**src/rtl/operand_load_seq.sv**
```systemverilog
// Load-button sequencer: turns presses into one-cycle enables for the A, B and
// R operand registers, with a programmable settle gap before the R capture.
module operand_load_seq #(
    parameter int unsigned WAIT_CYCLES = 2
) (
    input  logic       clock,
    input  logic       reset,
    input  logic       btn_load,
    input  logic       clear,
    output logic       en_a,
    output logic       en_b,
    output logic       en_r,
    output logic [1:0] phase,
    output logic       done
);

    localparam logic [1:0] S_WAIT_A = 2'b00;
    localparam logic [1:0] S_WAIT_B = 2'b01;
    localparam logic [1:0] S_SETTLE = 2'b10;
    localparam logic [1:0] S_SHOW   = 2'b11;
    localparam logic [3:0] SETTLE_LOAD = 4'(WAIT_CYCLES);

    generate
        if (WAIT_CYCLES > 32'd15) begin : g_bad_wait
            $error("operand_load_seq: WAIT_CYCLES must be in 0..15");
        end
    endgenerate

    logic       r_btn_q;
    logic [1:0] r_state;
    logic [3:0] r_cnt;
    logic       r_en_a;
    logic       r_en_b;
    logic       r_en_r;
    logic       r_done;

    logic       w_rise;
    logic [1:0] w_state_nxt;
    logic [3:0] w_cnt_nxt;
    logic       w_en_a_nxt;
    logic       w_en_b_nxt;
    logic       w_en_r_nxt;
    logic       w_done_nxt;

    // btn_q resets high so a button held through reset is not seen as a press
    assign w_rise = btn_load & ~r_btn_q;

    // Next-state, counter and enable decode; clear overrides any press
    always_comb begin
        w_state_nxt = r_state;
        w_cnt_nxt   = r_cnt;
        w_en_a_nxt  = 1'b0;
        w_en_b_nxt  = 1'b0;
        w_en_r_nxt  = 1'b0;
        if (clear) begin
            w_state_nxt = S_WAIT_A;
            w_cnt_nxt   = 4'd0;
        end else begin
            case (r_state)
                S_WAIT_A: begin
                    if (w_rise) begin
                        w_en_a_nxt  = 1'b1;
                        w_state_nxt = S_WAIT_B;
                    end else begin
                        w_state_nxt = S_WAIT_A;
                    end
                end
                S_WAIT_B: begin
                    if (w_rise) begin
                        w_en_b_nxt  = 1'b1;
                        w_cnt_nxt   = SETTLE_LOAD;
                        w_state_nxt = S_SETTLE;
                    end else begin
                        w_state_nxt = S_WAIT_B;
                    end
                end
                S_SETTLE: begin
                    if (r_cnt != 4'd0) begin
                        w_cnt_nxt = r_cnt - 4'd1;
                    end else begin
                        w_en_r_nxt  = 1'b1;
                        w_state_nxt = S_SHOW;
                    end
                end
                S_SHOW: begin
                    if (w_rise) begin
                        w_state_nxt = S_WAIT_A;
                    end else begin
                        w_state_nxt = S_SHOW;
                    end
                end
                default: begin
                    w_state_nxt = S_WAIT_A;
                    w_cnt_nxt   = 4'd0;
                end
            endcase
        end
        // done rises one cycle after entering SHOW (after the R capture edge)
        w_done_nxt = (r_state == S_SHOW) && (w_state_nxt == S_SHOW);
    end

    // State, counter, edge-detect and registered output updates
    always_ff @(posedge clock or posedge reset) begin
        if (reset) begin
            r_btn_q <= 1'b1;
            r_state <= S_WAIT_A;
            r_cnt   <= 4'd0;
            r_en_a  <= 1'b0;
            r_en_b  <= 1'b0;
            r_en_r  <= 1'b0;
            r_done  <= 1'b0;
        end else begin
            r_btn_q <= btn_load;
            r_state <= w_state_nxt;
            r_cnt   <= w_cnt_nxt;
            r_en_a  <= w_en_a_nxt;
            r_en_b  <= w_en_b_nxt;
            r_en_r  <= w_en_r_nxt;
            r_done  <= w_done_nxt;
        end
    end

    assign en_a  = r_en_a;
    assign en_b  = r_en_b;
    assign en_r  = r_en_r;
    assign phase = r_state;
    assign done  = r_done;

endmodule
```
**config.mk**
```make
export PLATFORM = sky130hd
export DESIGN_NAME = operand_load_seq
export DESIGN_NICKNAME = d
export VERILOG_FILES = /design/src/rtl/operand_load_seq.sv
export SDC_FILE = /design/constraint.sdc
export NUM_CORES = 1
export LEC_CHECK = 0
export CORE_AREA = 5 5 42 44
export CTS_CLUSTER_DIAMETER = 100
export DETAILED_ROUTE_END_ITERATION = 16
export DIE_AREA = 0 0 47 49
export PLACE_DENSITY_LB_ADDON = 0.1
export SLEW_MARGIN = 20
export SYNTH_ARGS = -nofsm -noshare
export SYNTH_HDL_FRONTEND = slang
export SYNTH_SLANG_ARGS = --single-unit
```
**constraint.sdc**
```tcl
create_clock -name clock -period 2.9 [get_ports clock]
set_input_delay 0.435 -clock clock [delete_from_list [all_inputs] [get_ports clock]]
set_output_delay 0.435 -clock clock [all_outputs]
set_load 0.005 [all_outputs]
```
==> run metrics <==
Power Internal=229 uW; Logic pwr share=11.4%; count of cell types in the netlist=27; synthesized area per cell=11.5 um^2; Flop pwr share=55.6%; pin count of the biggest net entering global routing=12; clk slew on worst S/H paths=0.06 ns; gate count of the mapped netlist=47; commonest non-fill, non-tap cell in the layout=dfrtp_1; post-synthesis sequential area ratio=51.0%; Clock Latency Late Sink=0.26 ns; crit end category=output port; minimum clock period=1.81 ns; CTS tree=done; startpoint types=flop; GPL Wtd Cong=0.796; pre-CTS setup slack=1.06 ns; worst path buffer plus inverter count=1; DRC=0; Post-DP HPWL=832 um; largest area contributor in the netlist=dfrtp_1; setup TNS=0 ns; Final Setup Violations=0; Net Count, Synth=53; Final ANT Viol Nets=0; CP top delay family=buffers and inverters; Routed WL per cell=14.7 um; I/O pins=10; slowest CP cell=clkdlybuf4s50_1; num rows=14; Arrival @ worst endpoint=1.37 ns; Post-CTS Setup Bufs=0; flops & latches, synth=11; Initial Utilization=38.7%; switching share of power=22.5%; Starting DRT DRC Count=5; Clock power frac=32.9%; worst hold path type=in2async; PostCTS Resize Cnt=0; max-slew violations=0; Tot GR Track Use=11.0%; most frequent cells in the layout=10 x dfrtp_1, 9 x clkdlybuf4s50_1, 4 x inv_1; global-route wire length before repair=1780 um; Core Area=1400 um^2; status=complete, no violations; die area=2300 um^2; diodes inserted=0; fmax=0.554 GHz; crit share post-route=62.3%; vias in the first global route=397; Placed Area=643 um^2; CTS sink count=11; Hold Vio Cnt, Final=0; Critical Path RT=2.47 ns; layout cells sized above 1=15.5%; max-capacitance violation count=0; hold slack final=0.464 ns; Clock Skew=0.00354 ns; Via density=5.47; Longest Clk Path Bufs=2; crit path max fanout=11; Root Driver=clkbuf_4; CP Cell Sequence=clkdlybuf4s50_1; hold_buf cts=0; antenna violations before repair=0; wire length after detailed routing=1090 um; RSZ-0062 raised after global routing=no; Area contributors post-synth=dfrtp_1 46%, dfstp_2 4.8%, ha_1 4.6%; worst-margin pin slew=0.445 ns; drt pass-1 iters=4; fin worst setup slack=1.09 ns; via count=405; P&R area growth vs syn=23.6%; Die H=49 um; post-route cell area=669 um^2; Leakage=0.000274 uW; nets@finish=65; yosys warns=0; H-tree depth=1; max_slew headroom=70.2%; Die X=47 um; top cell type's share of synthesized area=46.2%; Setup CP Type=reg2out; power per cell area=442 nW/um^2; I/O Buffers=9; sw power=66.6 uW; synthesized cell area=542 um^2; CTS Buf Count=3; highest cell delay on the worst timing path=0.57 ns; VDD IR max=0.220 mV; total grt overflow=0
[synthesized netlist by cell type]
library cell and count:
or4_1 2, nor3_1 2, clkbuf_1 1, or3_2 1, a221oi_1 1, nor3b_2 1
dfrtp_1 10, nand4bb_1 1, dfstp_2 1, ha_1 2, o211ai_1 3, a221oi_2 1
nor2b_1 2, or3b_1 1, nor4bb_1 1, buf_2 1, nor3b_1 1, or3_1 1
nand2_1 1, a21bo_2 1, nand4b_1 1, a31oi_1 1, nor2_1 1, inv_1 4
a21oi_1 3, o21a_1 1, nand2b_4 1
[final timing paths]
kind                           from  endpoint  slack [ns]  cells after the start
max                        phase[0]  phase[0]        1.09                      1
min                           reset  r_cnt[3]        0.46                      2
max reg2reg                r_cnt[0]  r_cnt[3]        1.30                      5
min reg2reg                r_cnt[1]  r_cnt[1]        0.60                      2
max in group asynchronous     reset   r_btn_q        2.11                      2
min in group clock         r_cnt[1]  r_cnt[1]        0.60                      2
[sequential cells by signal (all words and copies together) (netlist names)]
register and count:
done 1, en_a 1, en_b 1, en_r 1, phase 2, r_btn_q 1
r_cnt 4
[area by class of cell]
class,instances,area (um^2)
Clock buffer,4,26.3
Fill cell,143,732
Inverter,4,15.0
Multi-Input combinational cell,30,241
Sequential cell,11,277
Tap cell,16,20.0
Timing Repair Buffer,9,90.1
[metal layers]
metal	part of all wire [%]	wire length, um	GRT usage, %
met1	44	473	13.8
met2	49	531	16.5
met3	6.9	75	2.21
met5	0	0	0
met4	0.55	6	6.91
[cell families after synthesis]
logic type      after synthesis  share of synthesized area, %
flops                        11                          51.0
simple gates                 17                          24.2
fa+ha+maj                     2                          4.62
compound gates               11                          15.7
buf+inv                       6                          4.39
[through the flow]
step / cells / total power [uW] / utilization [%]
2_1_floorplan: 47 / 187 / -
3_3_place_gp: 70 / 199 / 45.9
3_5_place_dp: 70 / 202 / 45.9
4_1_cts: 74 / 303 / 47.8
5_1_grt: 74 / 312 / 47.8
6_report: 74 / 296 / 47.8
[power by group through the flow]
stage	Clock, uW	Combinational [uW]	Sequential [uW]
floorplan	0	22.6	164
global placement	0	32.6	167
detailed placement	0	34.3	167
CTS	104	34.4	164
global route	110	37.1	166
finish	97.5	33.9	165
No activity file was read; power rests on OpenSTA's default activity.
